## src/rtl/seg7_pkg.sv

```systemverilog
// seg7_pkg: shared types and segment patterns for the time display.
// Patterns are active-low, bit order [6:0] = g,f,e,d,c,b,a.
package seg7_pkg;

  localparam int NUM_DIGITS = 6;

  typedef logic [3:0] bcd_digit_t;

  localparam logic [6:0] SEG_0     = 7'h40;
  localparam logic [6:0] SEG_1     = 7'h79;
  localparam logic [6:0] SEG_2     = 7'h24;
  localparam logic [6:0] SEG_3     = 7'h30;
  localparam logic [6:0] SEG_4     = 7'h19;
  localparam logic [6:0] SEG_5     = 7'h12;
  localparam logic [6:0] SEG_6     = 7'h02;
  localparam logic [6:0] SEG_7     = 7'h78;
  localparam logic [6:0] SEG_8     = 7'h00;
  localparam logic [6:0] SEG_9     = 7'h10;
  localparam logic [6:0] SEG_DASH  = 7'h3F;
  localparam logic [6:0] SEG_BLANK = 7'h7F;

endpackage

```

## src/rtl/bcd_to_seg7.sv

```systemverilog
// bcd_to_seg7: combinational BCD nibble to active-low segment pattern.
// Ports: digit (4-bit BCD in), seg (7-bit g..a out); 10-15 show a dash.
module bcd_to_seg7
  import seg7_pkg::*;
(
  input  bcd_digit_t  digit,
  output logic [6:0]  seg
);

  always_comb begin
    seg = SEG_DASH;
    case (digit)
      4'd0:    seg = SEG_0;
      4'd1:    seg = SEG_1;
      4'd2:    seg = SEG_2;
      4'd3:    seg = SEG_3;
      4'd4:    seg = SEG_4;
      4'd5:    seg = SEG_5;
      4'd6:    seg = SEG_6;
      4'd7:    seg = SEG_7;
      4'd8:    seg = SEG_8;
      4'd9:    seg = SEG_9;
      default: seg = SEG_DASH;
    endcase
  end

endmodule

```

## src/rtl/seg7_time_scan.sv

```systemverilog
// seg7_time_scan: 6-digit multiplexed HH:MM:SS common-anode driver.
// Ports: clk, reset (async low), sec/min/hour (packed BCD),
// blink_mask, dp_mask (per digit), an/seg/dp (active-low), frame pulse.
module seg7_time_scan
  import seg7_pkg::*;
#(
  parameter int SCAN_DIV     = 100000,
  parameter int BLINK_FRAMES = 83
) (
  input  logic       clk,
  input  logic       reset,
  input  logic [7:0] sec,
  input  logic [7:0] min,
  input  logic [7:0] hour,
  input  logic [5:0] blink_mask,
  input  logic [5:0] dp_mask,
  output logic [5:0] an,
  output logic [6:0] seg,
  output logic       dp,
  output logic       frame
);

  localparam int DW = $clog2(SCAN_DIV);
  localparam int FW = $clog2(BLINK_FRAMES + 1);
  localparam logic [2:0] LAST = 3'(NUM_DIGITS - 1);

  logic [DW-1:0] div;
  logic [2:0]    idx;
  logic          valid;
  logic          phase;
  logic [FW-1:0] fcnt;

  bcd_digit_t [NUM_DIGITS-1:0] sh_dig;
  logic [5:0] sh_blink;
  logic [5:0] sh_dp;

  logic       tick;
  logic       snap;
  logic       blank;
  logic [6:0] dec;

  assign tick  = (div == DW'(SCAN_DIV - 1));
  assign snap  = tick && (idx == LAST);
  assign blank = phase && sh_blink[idx];

  bcd_to_seg7 u_dec (
    .digit (sh_dig[idx]),
    .seg   (dec)
  );

  always_ff @(posedge clk or negedge reset) begin
    if (!reset) begin
      div <= '0;
      idx <= LAST;
    end else begin
      div <= tick ? '0 : div + 1'b1;
      if (tick)
        idx <= (idx == LAST) ? 3'd0 : idx + 3'd1;
    end
  end

  // The blink counter counts completed frames, so the very first
  // snapshot (nothing displayed yet) does not advance it.
  always_ff @(posedge clk or negedge reset) begin
    if (!reset) begin
      valid    <= 1'b0;
      frame    <= 1'b0;
      phase    <= 1'b0;
      fcnt     <= '0;
      sh_dig   <= '0;
      sh_blink <= '0;
      sh_dp    <= '0;
    end else begin
      frame <= snap;
      if (snap) begin
        valid    <= 1'b1;
        sh_dig   <= {hour, min, sec};
        sh_blink <= blink_mask;
        sh_dp    <= dp_mask;
        if (valid) begin
          if (fcnt == FW'(BLINK_FRAMES - 1)) begin
            fcnt  <= '0;
            phase <= ~phase;
          end else begin
            fcnt <= fcnt + 1'b1;
          end
        end
      end
    end
  end

  always_ff @(posedge clk or negedge reset) begin
    if (!reset) begin
      an  <= 6'h3F;
      seg <= SEG_BLANK;
      dp  <= 1'b1;
    end else if (valid && !blank) begin
      an  <= ~(6'b1 << idx);
      seg <= dec;
      dp  <= ~sh_dp[idx];
    end else begin
      an  <= 6'h3F;
      seg <= SEG_BLANK;
      dp  <= 1'b1;
    end
  end

endmodule

```

## config.mk

```make
export PLATFORM = sky130hd
export DESIGN_NAME = seg7_time_scan
export DESIGN_NICKNAME = d
export VERILOG_FILES = /design/src/rtl/seg7_pkg.sv /design/src/rtl/bcd_to_seg7.sv /design/src/rtl/seg7_time_scan.sv
export SDC_FILE = /design/constraint.sdc
export NUM_CORES = 1
export LEC_CHECK = 0
export ABC_CLOCK_PERIOD_IN_PS = 2600
export BUFFER_PORTS_ARGS = -buffer_cell sky130_fd_sc_hd__clkbuf_2
export CORE_AREA = 2 2 86 88
export DETAILED_ROUTE_END_ITERATION = 10
export DIE_AREA = 0 0 88 90
export PLACE_DENSITY_LB_ADDON = 0.05
export SYNTH_ARGS = -nofsm -noshare
export SYNTH_HDL_FRONTEND = slang
export SYNTH_SLANG_ARGS = --single-unit
```

## constraint.sdc

```tcl
create_clock -name clk -period 2.6 [get_ports clk]
set_input_delay 0.13 -clock clk [delete_from_list [all_inputs] [get_ports clk]]
set_output_delay 0.13 -clock clk [all_outputs]
set_load 0.02 [all_outputs]
```

==> reports/qor.yml <==
clock_tree.root_cell: "clkbuf_8"
globalplace.congestion: 0.812
path_max_fanout: 11
ctsHtreeMaxLevel: 3
criticalPathCategory: "register to register"
final.setup_skew_ns: 0.00916
critical_path.startpoint_type: "register"
hp-start: "hour[5]"
status: "finished clean"
timing_hold_violations_final: 0
clk_pin_slew_worst_paths_ns: 0.08
timing.final.max_slew_violations: 0
area_growth_pct: 25.6
postSynthCellCount: 388
p_leak_nw: 2.17
setup_total_negative_slack_ns: 0
sequential_fraction_of_design_power: 0.530
diodes: 0
critPathArrivalTime_ns: 2.54
switchingPower_mw: 0.488
final.period_utilization: 0.872
die_y_microns: 90
dp.final_hpwl_microns: 4960
dominantRegCellSynth: "dfrtp_1"
numPortBuffers: 52
tritoncts: "done"
hold_slack_ns: 0.0153
utilization: 0.667
clkLatencyLatePin_ns: 0.35
number_of_buffers_created_by_cts: 9
power_report.internal_total_mw: 1.86
place_area_sq_um: 4120
rsz0062_at_grt: "false"
fin_crit_ns: 2.27
synth-warning-count: 0
vias_per_cell: 4.92
grt_antenna_before_repair: 0
layout.nets: 527
first_global_vias: 2908
ys_types: 43
slew-limit-headroom: 0.353
grt_pass1_wl_microns: 13300
drt.antenna.violating_nets: 0
netSwitchingFraction: 0.208
global_route.overflow_total: 0
max_clock_freq_ghz: 0.441
postRouteWirelength_microns: 7600
maximum_number_of_pins_on_one_net_before_global_route_repair: 81
clock_power_share: 0.431
ios: 53
critPathRequiredTime_ns: 2.88
effective_utilization_at_floorplan: 0.531
timing_worst_slew_pin_value_ns: 0.970
share_of_the_yosys_chip_area_belonging_to_registers: 0.542
synth_edf_count: 0
worst_hold_check_path_type: "input pin to register"
worst-r2r-cell-count: 9
design.die.area_sq_um: 7920
chipWidth_microns: 88
drt_first_iter_violations: 154
postSynthNetCount: 436
wl_per_cell_microns: 13.0
synth_top_cells_by_count: "121 x nand2_1, 64 x dfrtp_1, 22 x nor2_1"
power.density_cell_area_nw_per_um2: 501
vdd_drop_max_mv: 0.277
timing.max_cap.violations: 0
startpoint: "idx[2]"
postSynthRegisterBits: 80
cts-root-to-sink-buffers: 2
synth_top_cell_area_share: 0.430
rows: 31
syn_area_sq_um: 3730
syn_avg_cell_area_sq_um: 9.61
clock_sinks: 80
length_of_the_first_detailed_routing_pass_in_iterations: 4
ys_top_cells_by_area: "dfrtp_1 43%, nand2_1 12%, dfstp_2 11%, ha_1 3.4%, xnor2_1 2.6%"
post-synth-top-count-cell: "nand2_1"
drive_above_1_share: 0.225
final_design_area_no_fill_sq_um: 4680
worst_r2r_startpoint: "idx[2]"
finalSetupViolations: 0
post-synth-top-area-cell: "dfrtp_1"
core_region_sq_um: 7020
critical_path.endpoint_type: "register"
drcViolationCount: 0
synth_async_sr_flop_share: 1.00
gr-usage-all-layers: 0.214
min_path_cells: 3
combPwrFrac: 0.039
num_vias: 2870
[layout make-up]
cell class,instances,area (sq um)
clock inverter,6,82.6
tap,99,124
inverter,9,33.8
fill,584,2340
sequential,80,2020
clock buffer,10,138
timing repair buffer,99,701
multi-input combinational,280,1580
[power groups by stage]
stage / registers [mW] / logic [mW] / clock network (mW)
3_3_place_gp: 1.27 / 0.0520 / 0
3_5_place_dp: 1.27 / 0.0522 / 0
6_report: 1.24 / 0.0912 / 1.01
5_1_grt: 1.24 / 0.103 / 1.09
2_1_floorplan: 1.27 / 0.000615 / 0
4_1_cts: 1.24 / 0.0922 / 1.04
[logic make-up after synthesis]
group / count (synthesis) / share of synthesized area
XOR/XNOR: 17 / 0.0399
AO/OA/AOI/OAI: 42 / 0.0654
multiplexers: 13 / 0.0456
AND/OR/NAND/NOR: 198 / 0.240
buffers and inverters: 28 / 0.0332
adder cells (fa/ha/maj): 10 / 0.0336
flip-flops: 80 / 0.542
[placed cells by master (no fill, tap or decap), types with 2 or more instances in the layout]
cell type      count
mux2i_1            8
a21oi_1            9
clkinv_2           3
dfrtp_1           64
inv_1              7
nor2b_1            3
nor3_1             5
o22a_1             3
o21ai_0            7
mux2_2             2
nor4b_2            2
nand2b_1           8
nand4_1            3
xnor2_1           11
and2_1             4
dlygate4sd3_1     34
buf_4             14
nand2_1          121
o31ai_1            2
clkbuf_8          10
clkbuf_2          51
ha_1              10
and4_1             2
dfstp_2           16
and3_1             6
o21ai_1           16
nand3_1           14
mux4_2             3
xor2_1             6
bufinv_16          2
nor2_1            22
[metal layers]
metal,part of all wire,GRT usage
met4,0.015,0.0885
met2,0.46,0.322
met3,0.032,0.0285
met1,0.49,0.313
met5,0,0
[path summary, 6_finish.rpt]
kind / slack [ns] / to
max: 0.33 / seg[5]
min: 0.02 / sh_dig[21]
max reg2reg: 0.33 / seg[5]
min reg2reg: 0.47 / sh_dp[1]
max in group asynchronous: 1.50 / sh_dig[23]
min in group asynchronous: 0.48 / fcnt[2]
[worst max-delay path, stage by stage, from the launching register on]
cell,delay [ns]
dfstp_2,0.66
clkinv_1,0.17
a21oi_1,0.14
o22a_1,0.15
a2bb2oi_1,0.23
inv_1,0.13
ha_1,0.23
or2_2,0.29
a21oi_1,0.14
o21ai_1,0.07
[timing repair]
action	4_1_cts	5_1_grt
resized for setup	0	1
buffers inserted	0	0
hold endpoints to repair	97	0
hold buffers	34	0
setup endpoints to repair	0	1
[sequential cells by signal (all words and copies together) (netlist names)]
name,flops
an,6
div,17
dp,1
fcnt,7
frame,1
idx,3
phase,1
seg,7
sh_blink,6
sh_dig,24
sh_dp,6
valid,1
[stage by stage]
stage	setup slack [ns]	power, mW	instances
CTS	0.235	2.37	583
detailed placement	0.274	1.32	533
finish	0.334	2.35	583
global placement	0.406	1.32	533
floorplan	0.216	1.27	388
global route	0.143	2.43	583
Power figures use the tool's default switching activity.
